$ cat src/rtl/machine_seq_ctrl_pkg.sv
// machine_seq_ctrl_pkg
//   Shared constants for the machine_jk bring-up sequencer: default
//   pattern length, machine state width, and the sequencer FSM encoding.
//   No ports; imported by the interface and the sequencer.
package machine_seq_ctrl_pkg;

  localparam int DEF_MAX_LEN = 16;
  localparam int DEF_S_W     = 3;

  typedef logic [1:0] state_t;

  // FSM encodings kept as plain constants so older tools can read them
  localparam state_t ST_IDLE  = 2'd0;
  localparam state_t ST_CLR   = 2'd1;
  localparam state_t ST_RUN   = 2'd2;
  localparam state_t ST_DRAIN = 2'd3;

endpackage

$ cat src/rtl/machine_seq_ctrl_if.sv
// machine_seq_ctrl_if
//   Bundle between the sequencer and the machine_jk datapath.
//   m_reset : machine reset pulse      (sequencer -> machine)
//   m_x     : machine input x          (sequencer -> machine)
//   m_f     : machine output F         (machine -> sequencer)
//   m_s     : machine state S[S_W-1:0] (machine -> sequencer)
//   master = sequencer side, slave = machine side.
interface machine_seq_ctrl_if
  import machine_seq_ctrl_pkg::*;
#(
  parameter int S_W = DEF_S_W
);

  logic           m_reset;
  logic           m_x;
  logic           m_f;
  logic [S_W-1:0] m_s;

  modport master (output m_reset, output m_x, input m_f, input m_s);
  modport slave  (input m_reset, input m_x, output m_f, output m_s);

endinterface

$ cat src/rtl/machine_seq_ctrl.sv
// machine_seq_ctrl
//   Bring-up sequencer for machine_jk. Resets the machine, shifts a
//   programmed pattern into x (LSB first, one bit per clock), records F and
//   S after every bit, and can stop early when S reaches a target value.
// Ports
//   CLK, RESET       : clock, asynchronous active-high reset
//   start, abort     : run request (IDLE only) / immediate return to IDLE
//   len, pattern     : bit count (clamped to MAX_LEN) and bit pattern
//   stop_en, stop_s  : early-stop enable and target S
//   mbus (master)    : m_reset, m_x out; m_f, m_s in
//   busy, done, hit  : status; done is a one-cycle completion pulse
//   steps, f_count   : bits captured / F=1 captures in the last run
//   f_trace, s_final : per-bit captured F, last captured S
module machine_seq_ctrl
  import machine_seq_ctrl_pkg::*;
#(
  parameter int MAX_LEN = DEF_MAX_LEN,
  parameter int CNT_W   = $clog2(MAX_LEN + 1),
  parameter int S_W     = DEF_S_W
) (
  input  logic                CLK,
  input  logic                RESET,
  input  logic                start,
  input  logic                abort,
  input  logic [CNT_W-1:0]    len,
  input  logic [MAX_LEN-1:0]  pattern,
  input  logic                stop_en,
  input  logic [S_W-1:0]      stop_s,
  machine_seq_ctrl_if.master  mbus,
  output logic                busy,
  output logic                done,
  output logic                hit,
  output logic [CNT_W-1:0]    steps,
  output logic [CNT_W-1:0]    f_count,
  output logic [MAX_LEN-1:0]  f_trace,
  output logic [S_W-1:0]      s_final
);

  localparam logic [CNT_W-1:0] MAX_CNT = CNT_W'(MAX_LEN);

  state_t             state;
  logic [MAX_LEN-1:0] shift_q;
  logic [CNT_W-1:0]   len_q;
  logic [CNT_W-1:0]   idx;
  logic               stop_en_q;
  logic [S_W-1:0]     stop_s_q;
  logic               x_vld;
  logic               f_vld;
  logic [CNT_W-1:0]   len_clamped;
  logic               stop_hit;

  // x_vld marks a pattern bit on m_x; f_vld follows one edge later, once
  // the machine has consumed that bit and its F/S are ready to capture.
  assign len_clamped  = (len > MAX_CNT) ? MAX_CNT : len;
  assign stop_hit     = f_vld && stop_en_q && (mbus.m_s == stop_s_q);
  assign busy         = (state != ST_IDLE);
  assign mbus.m_reset = (state == ST_CLR);

  // Sequencer FSM plus capture path. The capture runs alongside the FSM
  // because the last captures land while the FSM is already in DRAIN.
  always_ff @(posedge CLK or posedge RESET) begin
    if (RESET) begin
      state     <= ST_IDLE;
      shift_q   <= '0;
      len_q     <= '0;
      idx       <= '0;
      stop_en_q <= 1'b0;
      stop_s_q  <= '0;
      x_vld     <= 1'b0;
      f_vld     <= 1'b0;
      mbus.m_x  <= 1'b0;
      done      <= 1'b0;
      hit       <= 1'b0;
      steps     <= '0;
      f_count   <= '0;
      f_trace   <= '0;
      s_final   <= '0;
    end else begin
      done <= 1'b0;
      if (abort) begin
        state    <= ST_IDLE;
        mbus.m_x <= 1'b0;
        x_vld    <= 1'b0;
        f_vld    <= 1'b0;
      end else begin
        f_vld <= x_vld;
        if (f_vld) begin
          f_trace <= f_trace | (MAX_LEN'(mbus.m_f) << steps);
          s_final <= mbus.m_s;
          if (mbus.m_f && (f_count != MAX_CNT)) f_count <= f_count + 1'b1;
          if (steps != MAX_CNT) steps <= steps + 1'b1;
        end

        case (state)
          ST_IDLE: begin
            if (start) begin
              shift_q   <= pattern;
              len_q     <= len_clamped;
              stop_en_q <= stop_en;
              stop_s_q  <= stop_s;
              hit       <= 1'b0;
              steps     <= '0;
              f_count   <= '0;
              f_trace   <= '0;
              s_final   <= '0;
              state     <= ST_CLR;
            end
          end
          ST_CLR: begin
            if (len_q == '0) begin
              state <= ST_IDLE;
              done  <= 1'b1;
            end else begin
              mbus.m_x <= shift_q[0];
              shift_q  <= shift_q >> 1;
              idx      <= CNT_W'(1);
              x_vld    <= 1'b1;
              state    <= ST_RUN;
            end
          end
          ST_RUN: begin
            if (idx < len_q) begin
              mbus.m_x <= shift_q[0];
              shift_q  <= shift_q >> 1;
              idx      <= idx + 1'b1;
            end else begin
              mbus.m_x <= 1'b0;
              x_vld    <= 1'b0;
              state    <= ST_DRAIN;
            end
          end
          default: begin
            state <= ST_IDLE;
            done  <= 1'b1;
          end
        endcase

        // Early stop overrides whatever the FSM chose this edge; a bit
        // already on m_x may have been consumed but is never captured.
        if (stop_hit) begin
          hit      <= 1'b1;
          done     <= 1'b1;
          state    <= ST_IDLE;
          mbus.m_x <= 1'b0;
          x_vld    <= 1'b0;
          f_vld    <= 1'b0;
        end
      end
    end
  end

endmodule

$ cat src/flat_wrapper.sv
// flat-port wrapper written by rule: the top's interface ports become plain ports
module machine_seq_ctrl_flat import machine_seq_ctrl_pkg::*;
#(
  parameter int MAX_LEN = DEF_MAX_LEN,
  parameter int CNT_W   = $clog2(MAX_LEN + 1),
  parameter int S_W     = DEF_S_W
)
  (CLK, RESET, start, abort, len, pattern, stop_en, stop_s, busy, done, hit, steps, f_count, f_trace, s_final, mbus_m_reset, mbus_m_x, mbus_m_f, mbus_m_s);
  machine_seq_ctrl_if #(.S_W(S_W)) mbus_i ();
  input  logic CLK;
  input  logic RESET;
  input  logic start;
  input  logic abort;
  input  logic [CNT_W-1:0] len;
  input  logic [MAX_LEN-1:0] pattern;
  input  logic stop_en;
  input  logic [S_W-1:0] stop_s;
  output logic busy;
  output logic done;
  output logic hit;
  output logic [CNT_W-1:0] steps;
  output logic [CNT_W-1:0] f_count;
  output logic [MAX_LEN-1:0] f_trace;
  output logic [S_W-1:0] s_final;
  output wire logic [$bits(mbus_i.m_reset)-1:0] mbus_m_reset;
  output wire logic [$bits(mbus_i.m_x)-1:0] mbus_m_x;
  input wire logic [$bits(mbus_i.m_f)-1:0] mbus_m_f;
  input wire logic [$bits(mbus_i.m_s)-1:0] mbus_m_s;
  assign mbus_m_reset = mbus_i.m_reset;
  assign mbus_m_x = mbus_i.m_x;
  assign mbus_i.m_f = mbus_m_f;
  assign mbus_i.m_s = mbus_m_s;
  machine_seq_ctrl #(.MAX_LEN(MAX_LEN), .CNT_W(CNT_W), .S_W(S_W)) u_core (.CLK(CLK), .RESET(RESET), .start(start), .abort(abort), .len(len), .pattern(pattern), .stop_en(stop_en), .stop_s(stop_s), .mbus(mbus_i), .busy(busy), .done(done), .hit(hit), .steps(steps), .f_count(f_count), .f_trace(f_trace), .s_final(s_final));
endmodule
$ cat config.mk
export PLATFORM = sky130hd
export DESIGN_NAME = machine_seq_ctrl_flat
export DESIGN_NICKNAME = d
export VERILOG_FILES = /design/src/rtl/machine_seq_ctrl_pkg.sv /design/src/rtl/machine_seq_ctrl_if.sv /design/src/rtl/machine_seq_ctrl.sv /design/src/flat_wrapper.sv
export SDC_FILE = /design/constraint.sdc
export NUM_CORES = 1
export LEC_CHECK = 0
export ABC_AREA = 0
export CORE_ASPECT_RATIO = 0.5
export CORE_UTILIZATION = 43
export DETAILED_ROUTE_END_ITERATION = 8
export GPL_TIMING_DRIVEN = 0
export HOLD_SLACK_MARGIN = 0.1
export PLACE_DENSITY = 0.74
export SLEW_MARGIN = 20
export SYNTH_ARGS = -nofsm -noshare
export SYNTH_HDL_FRONTEND = slang
export SYNTH_SLANG_ARGS = --single-unit
$ cat constraint.sdc
create_clock -name CLK -period 4.8 [get_ports CLK]
set_clock_uncertainty 0.05 [all_clocks]
set_input_delay 0.96 -clock CLK [delete_from_list [all_inputs] [get_ports CLK]]
set_output_delay 0.96 -clock CLK [all_outputs]
set_load 0.01 [all_outputs]
== After elaboration in Yosys (flattened, before gate mapping) ==
Index checks and enable logic that the tools add are counted.
Cells by class
  $add $sub $neg: 3
  $lt $le $gt $ge: 2
  equality and inequality tests: 11
  shifts and indexed selects: 1
  mux-type cells: 47
  bitwise logic cells: 2
  reduce and logical (&&, ||, !) cells: 19
Operators by type and width (count)
  $mux W16: 6
  $mux W5: 11
  $pmux W16 S3: 1
  $mux W1: 16
  $or A16 B16 Y16: 1
  $shl A1 B5 Y16: 1
  $add A5 B1 Y5 const B: 3
  $ne A4 B3 Y1 const B: 3
  $mux W2: 5
  $ne A5 B5 Y1 const B: 2
  $pmux W5 S2: 1
  $mux W3: 3
  $reduce_and A3 Y1: 3
  $reduce_bool A2 Y1: 4
  $pmux W1 S2: 3
  $pmux W2 S3: 1
  $gt A5 B5 Y1 const B: 1
  $logic_not A5 Y1: 1
  $lt A5 B5 Y1: 1
  $reduce_and A5 Y1: 1
  $ne A2 B2 Y1 const B: 2
  $reduce_and A2 Y1: 2
  $reduce_and A4 Y1: 1
  $reduce_bool A4 Y1: 1
  9 further kinds: 11
Word-level totals
  flip-flop bits (word level): 66
  output and inout port bits: 34
  word-level logic and storage cells: 100

== Logic depth before layout (Yosys ltp) ==
  depth in word-level cells: 6
  depth in mapped cells: 8
  mapped depth without buffers: 7

== Worst setup path before layout ==
OpenSTA, ideal clock, no wires.
  kind: register -> register
  start: reg u_core.idx[2]
  end: reg u_core.shift_q[0]
  arrival time: 2.209 ns
  required time: 4.625 ns
  slack: 2.416 ns
  cell stages (with the launch flop): 8
  path through: dfrtp_1 > ha_1 > a21o_2 > a31oi_2 > o22ai_2 > nor4b_4 > buf_6 > mux2_2
On the way
  longest elaborated chain between the ends: 3
RTL lines
  start: declaration: RTL line machine_seq_ctrl.sv:44  | logic [CNT_W-1:0] idx;
  start signal: assignment: RTL line machine_seq_ctrl.sv:125  | idx <= idx + 1'b1;
  $lt A5 B5 Y1: RTL line machine_seq_ctrl.sv:122  | if (idx < len_q) begin
  $ne A2 B1 Y1 (no line)
  $reduce_and A5 Y1 (no line)
  end signal: assignment: RTL line machine_seq_ctrl.sv:97  | shift_q <= pattern;
  end signal: assignment: RTL line machine_seq_ctrl.sv:115  | shift_q <= shift_q >> 1;
  end signal: assignment: RTL line machine_seq_ctrl.sv:124  | shift_q <= shift_q >> 1;
  end: declaration: RTL line machine_seq_ctrl.sv:42  | logic [MAX_LEN-1:0] shift_q;
Every way passes these cells.
A chain may end at the register's enable or synchronous reset.

==> reports/results.ini <==
[timing]
fin_setup_tns_ps = 0
worst_pin_slew_ps = 836
slew_violations = 0
rsz0062_at_grt = false
setup_viol = 0
slew_headroom_pct = 43.8
fmax_mhz = 358
final_hold_viol_count = 0
period_minus_slack_ps = 2790
fin_crit_sh_pct = 58.2

[yosys]
yosys_warnings = 0
synth_area_leaders = dfrtp_1 51%, mux2_2 11%, ha_1 5.0%, a21oi_1 4.2%, nor2_1 3.9%
synth_cell_types = 39
synth_edf_count = 0
synth_top_area_share_pct = 50.9
syn_area_um2 = 3250
synthCells = 314
synth_top_flop_cell = dfrtp_1
postSynthNetCount = 360
ys_seq_elements = 66
yosysTopAreaCell = dfrtp_1
synth-async-reset-ratio_pct = 100
avgSynthCellArea_um2 = 10.3
ys_seq_area_share_pct = 50.9

[power_and_ir_drop]
p_per_area_nw_per_um2 = 516
clkPwrFrac_pct = 28.6
p_switching_mw = 0.693
p_comb_share_pct = 34.7
p_sw_share_pct = 30.9
vdd.ir_drop.worst_mv = 0.289
pwr-share-seq_pct = 36.7
p_int_mw = 1.55
leakagePower_nw = 1.88

[grt]
grt_antenna_before_repair = 0
grt_usage_pct = 19.8
grt_pass1_vias = 2622
grt_max_degree = 43
overflow = 0
grt_first_pass_wirelength_um = 12100

[outcome]
outcome = complete, but fails checks
violations = DRC

[drt]
antenna_left = 0
drtIter0Drc = 155
first_pass_iters = 6
routed_wl_um = 7110
vias = 2582
via_per_inst = 5.30
wl_per_cell_um = 14.6
drc = 4

[layout]
final_nets = 438
final_area_um2 = 4340
drive_above_1_share_pct = 13.7
diodes = 0
num-fill-cells = 560
seq_area_um2 = 1650
syn_to_final_growth_pct = 33.6
multi_input_area_um2 = 1480
final_core_util_pct = 62.1

[clocking]
postCtsSetupBuffers = 0
path_clk_slew_ps = 50
root_buffer = clkbuf_16
hold_buffers = 0
cts_tree = yes
cts_buffer_depth = 2
cts_buffers = 9
htree_levels = 3
cts_resized = 0
clkLatencyLatePin_ps = 330
cts_sinks = 66

[setup_path]
slowest_stage = nor4_1
r2r_cells = 7
path_max_fanout = 9
path_cells = clkdlybuf4s50_1 -> nor2b_1 -> clkbuf_1 -> nand2_1 -> nor4_1 -> a21oi_1 -> nor2_1
critPathMaxStageDelay_ps = 660
critPathArrivalTime_ps = 3000
reg2reg_from = u_core.idx[2]
rrSetupSlack_ps = 2170
worstPathRequired_ps = 5010
r2r_end = u_core.shift_q[7]
worst_setup_path_end_kind = flop
startpoint_type = input pin
path_class = in -> reg

[floorplan]
dieArea_um2 = 7920
die_w_um = 125
ioPinCount = 67
fp-row-count = 21
core-area_um2 = 6990
die_height_um = 63.4
initial_utilization_pct = 46.5

[placement]
dpl_cell_area_um2 = 4050
port-buffer-count = 66
dpl.hpwl_um = 5210
place.gp.congestion = 0.818

[min_path]
hold_end = u_core.stop_en_q
hold_class = reg -> reg
hold_path_depth = 2
worstHoldStart = u_core.stop_en_q

[run]
drv_cap = 0

[sequential cells by signal, indices dropped and copies added, names as in the netlist, 3 cells and up]
name	count
u_core.steps	5
u_core.f_count	5
u_core.f_trace	16
u_core.stop_s_q	3
u_core.len_q	5
u_core.s_final	3
u_core.shift_q	16
u_core.idx	5
[Yosys cell counts (all sizes together), types with 3 or more instances]
cell type / number
xor2: 4
ha: 13
inv: 15
mux2: 32
nor2: 34
nand3: 5
nor2b: 5
nand2: 33
nor3: 4
a31oi: 6
and3: 3
nor4: 3
clkbuf: 12
dfrtp: 66
a21oi: 27
nand2b: 6
o21ai: 14
nand4: 3
nand3b: 3
[worst max-delay path: cells and delay by family]
kind | cells | cell delay [ps]
buffers and inverters | 2 | 810
AO/OA/AOI/OAI | 1 | 150
AND/OR/NAND/NOR | 4 | 1080
[worst max-delay path by stage]
| stage | start | to | slack, ps |
|---|---|---|---|
| after floorplan | RESET | u_core.done | 2140 |
| after global placement | RESET | u_core.f_count[0] | 1090 |
| after detailed placement | abort | u_core.f_trace[0] | 1660 |
| after CTS | abort | u_core.f_trace[0] | 2010 |
| after global routing | abort | u_core.f_trace[0] | 1840 |
| final | abort | u_core.f_trace[4] | 2010 |
[metal layers]
layer | part of all wire, % | track usage [%] | vias to the layer above
met1 | 45 | 22.9 | 1274
met5 | 0 | 0 | -
met4 | 1.5 | 8.08 | 0
met2 | 50 | 34.6 | 49
met3 | 3.7 | 6.03 | 10
li1 | - | - | 1249
[metrics by stage]
step	setup slack (ps)	hold slack, ps	power, mW	std cells
6_report	2010	431	2.24	487
5_1_grt	1840	462	2.39	487
4_1_cts	2010	437	2.27	487
3_5_place_dp	1660	423	1.61	473
3_3_place_gp	1090	414	1.57	472
2_1_floorplan	2140	396	1.36	314
[final cells by class]
class	count	share of cell area [%]
Clock inverter	2	0.865
Inverter	15	1.36
Tap cell	92	2.65
Sequential cell	66	38.1
Timing Repair Buffer	67	15.7
Multi-Input combinational cell	220	34.2
Clock buffer	12	5.91
Buffer	13	1.30
[power groups by stage]
stage	logic [mW]	registers [mW]	clock network [mW]
2_1_floorplan	0.545	0.814	0
3_3_place_gp	0.751	0.817	0
3_5_place_dp	0.783	0.829	0
4_1_cts	0.788	0.821	0.665
5_1_grt	0.868	0.842	0.685
6_report	0.778	0.821	0.641
[logic make-up after synthesis]
logic type      Yosys count  share of synthesized area, %
mux                      34                          11.7
flops                    66                          50.9
xor+xnor                  6                          1.62
simple gates            109                          16.6
compound gates           58                          10.7
buf+inv                  28                          3.47
fa+ha+maj                13                          5.01
[placed cells by master, fill, tap and decap left out, drive strengths merged, types with 4 or more instances in the layout]
cell           Yosys  routed
a21oi             27      27
a31oi              6       6
clkbuf            12      24
clkdlybuf4s50      0      66
dfrtp             66      66
ha                13      13
inv               15      15
mux2              32      32
nand2             33      33
nand2b             6       6
nand3              5       5
nor2              34      34
nor2b              5       5
nor3               4       4
o21ai             14      14
xor2               4       4
(Power assumes the default switching activity.)
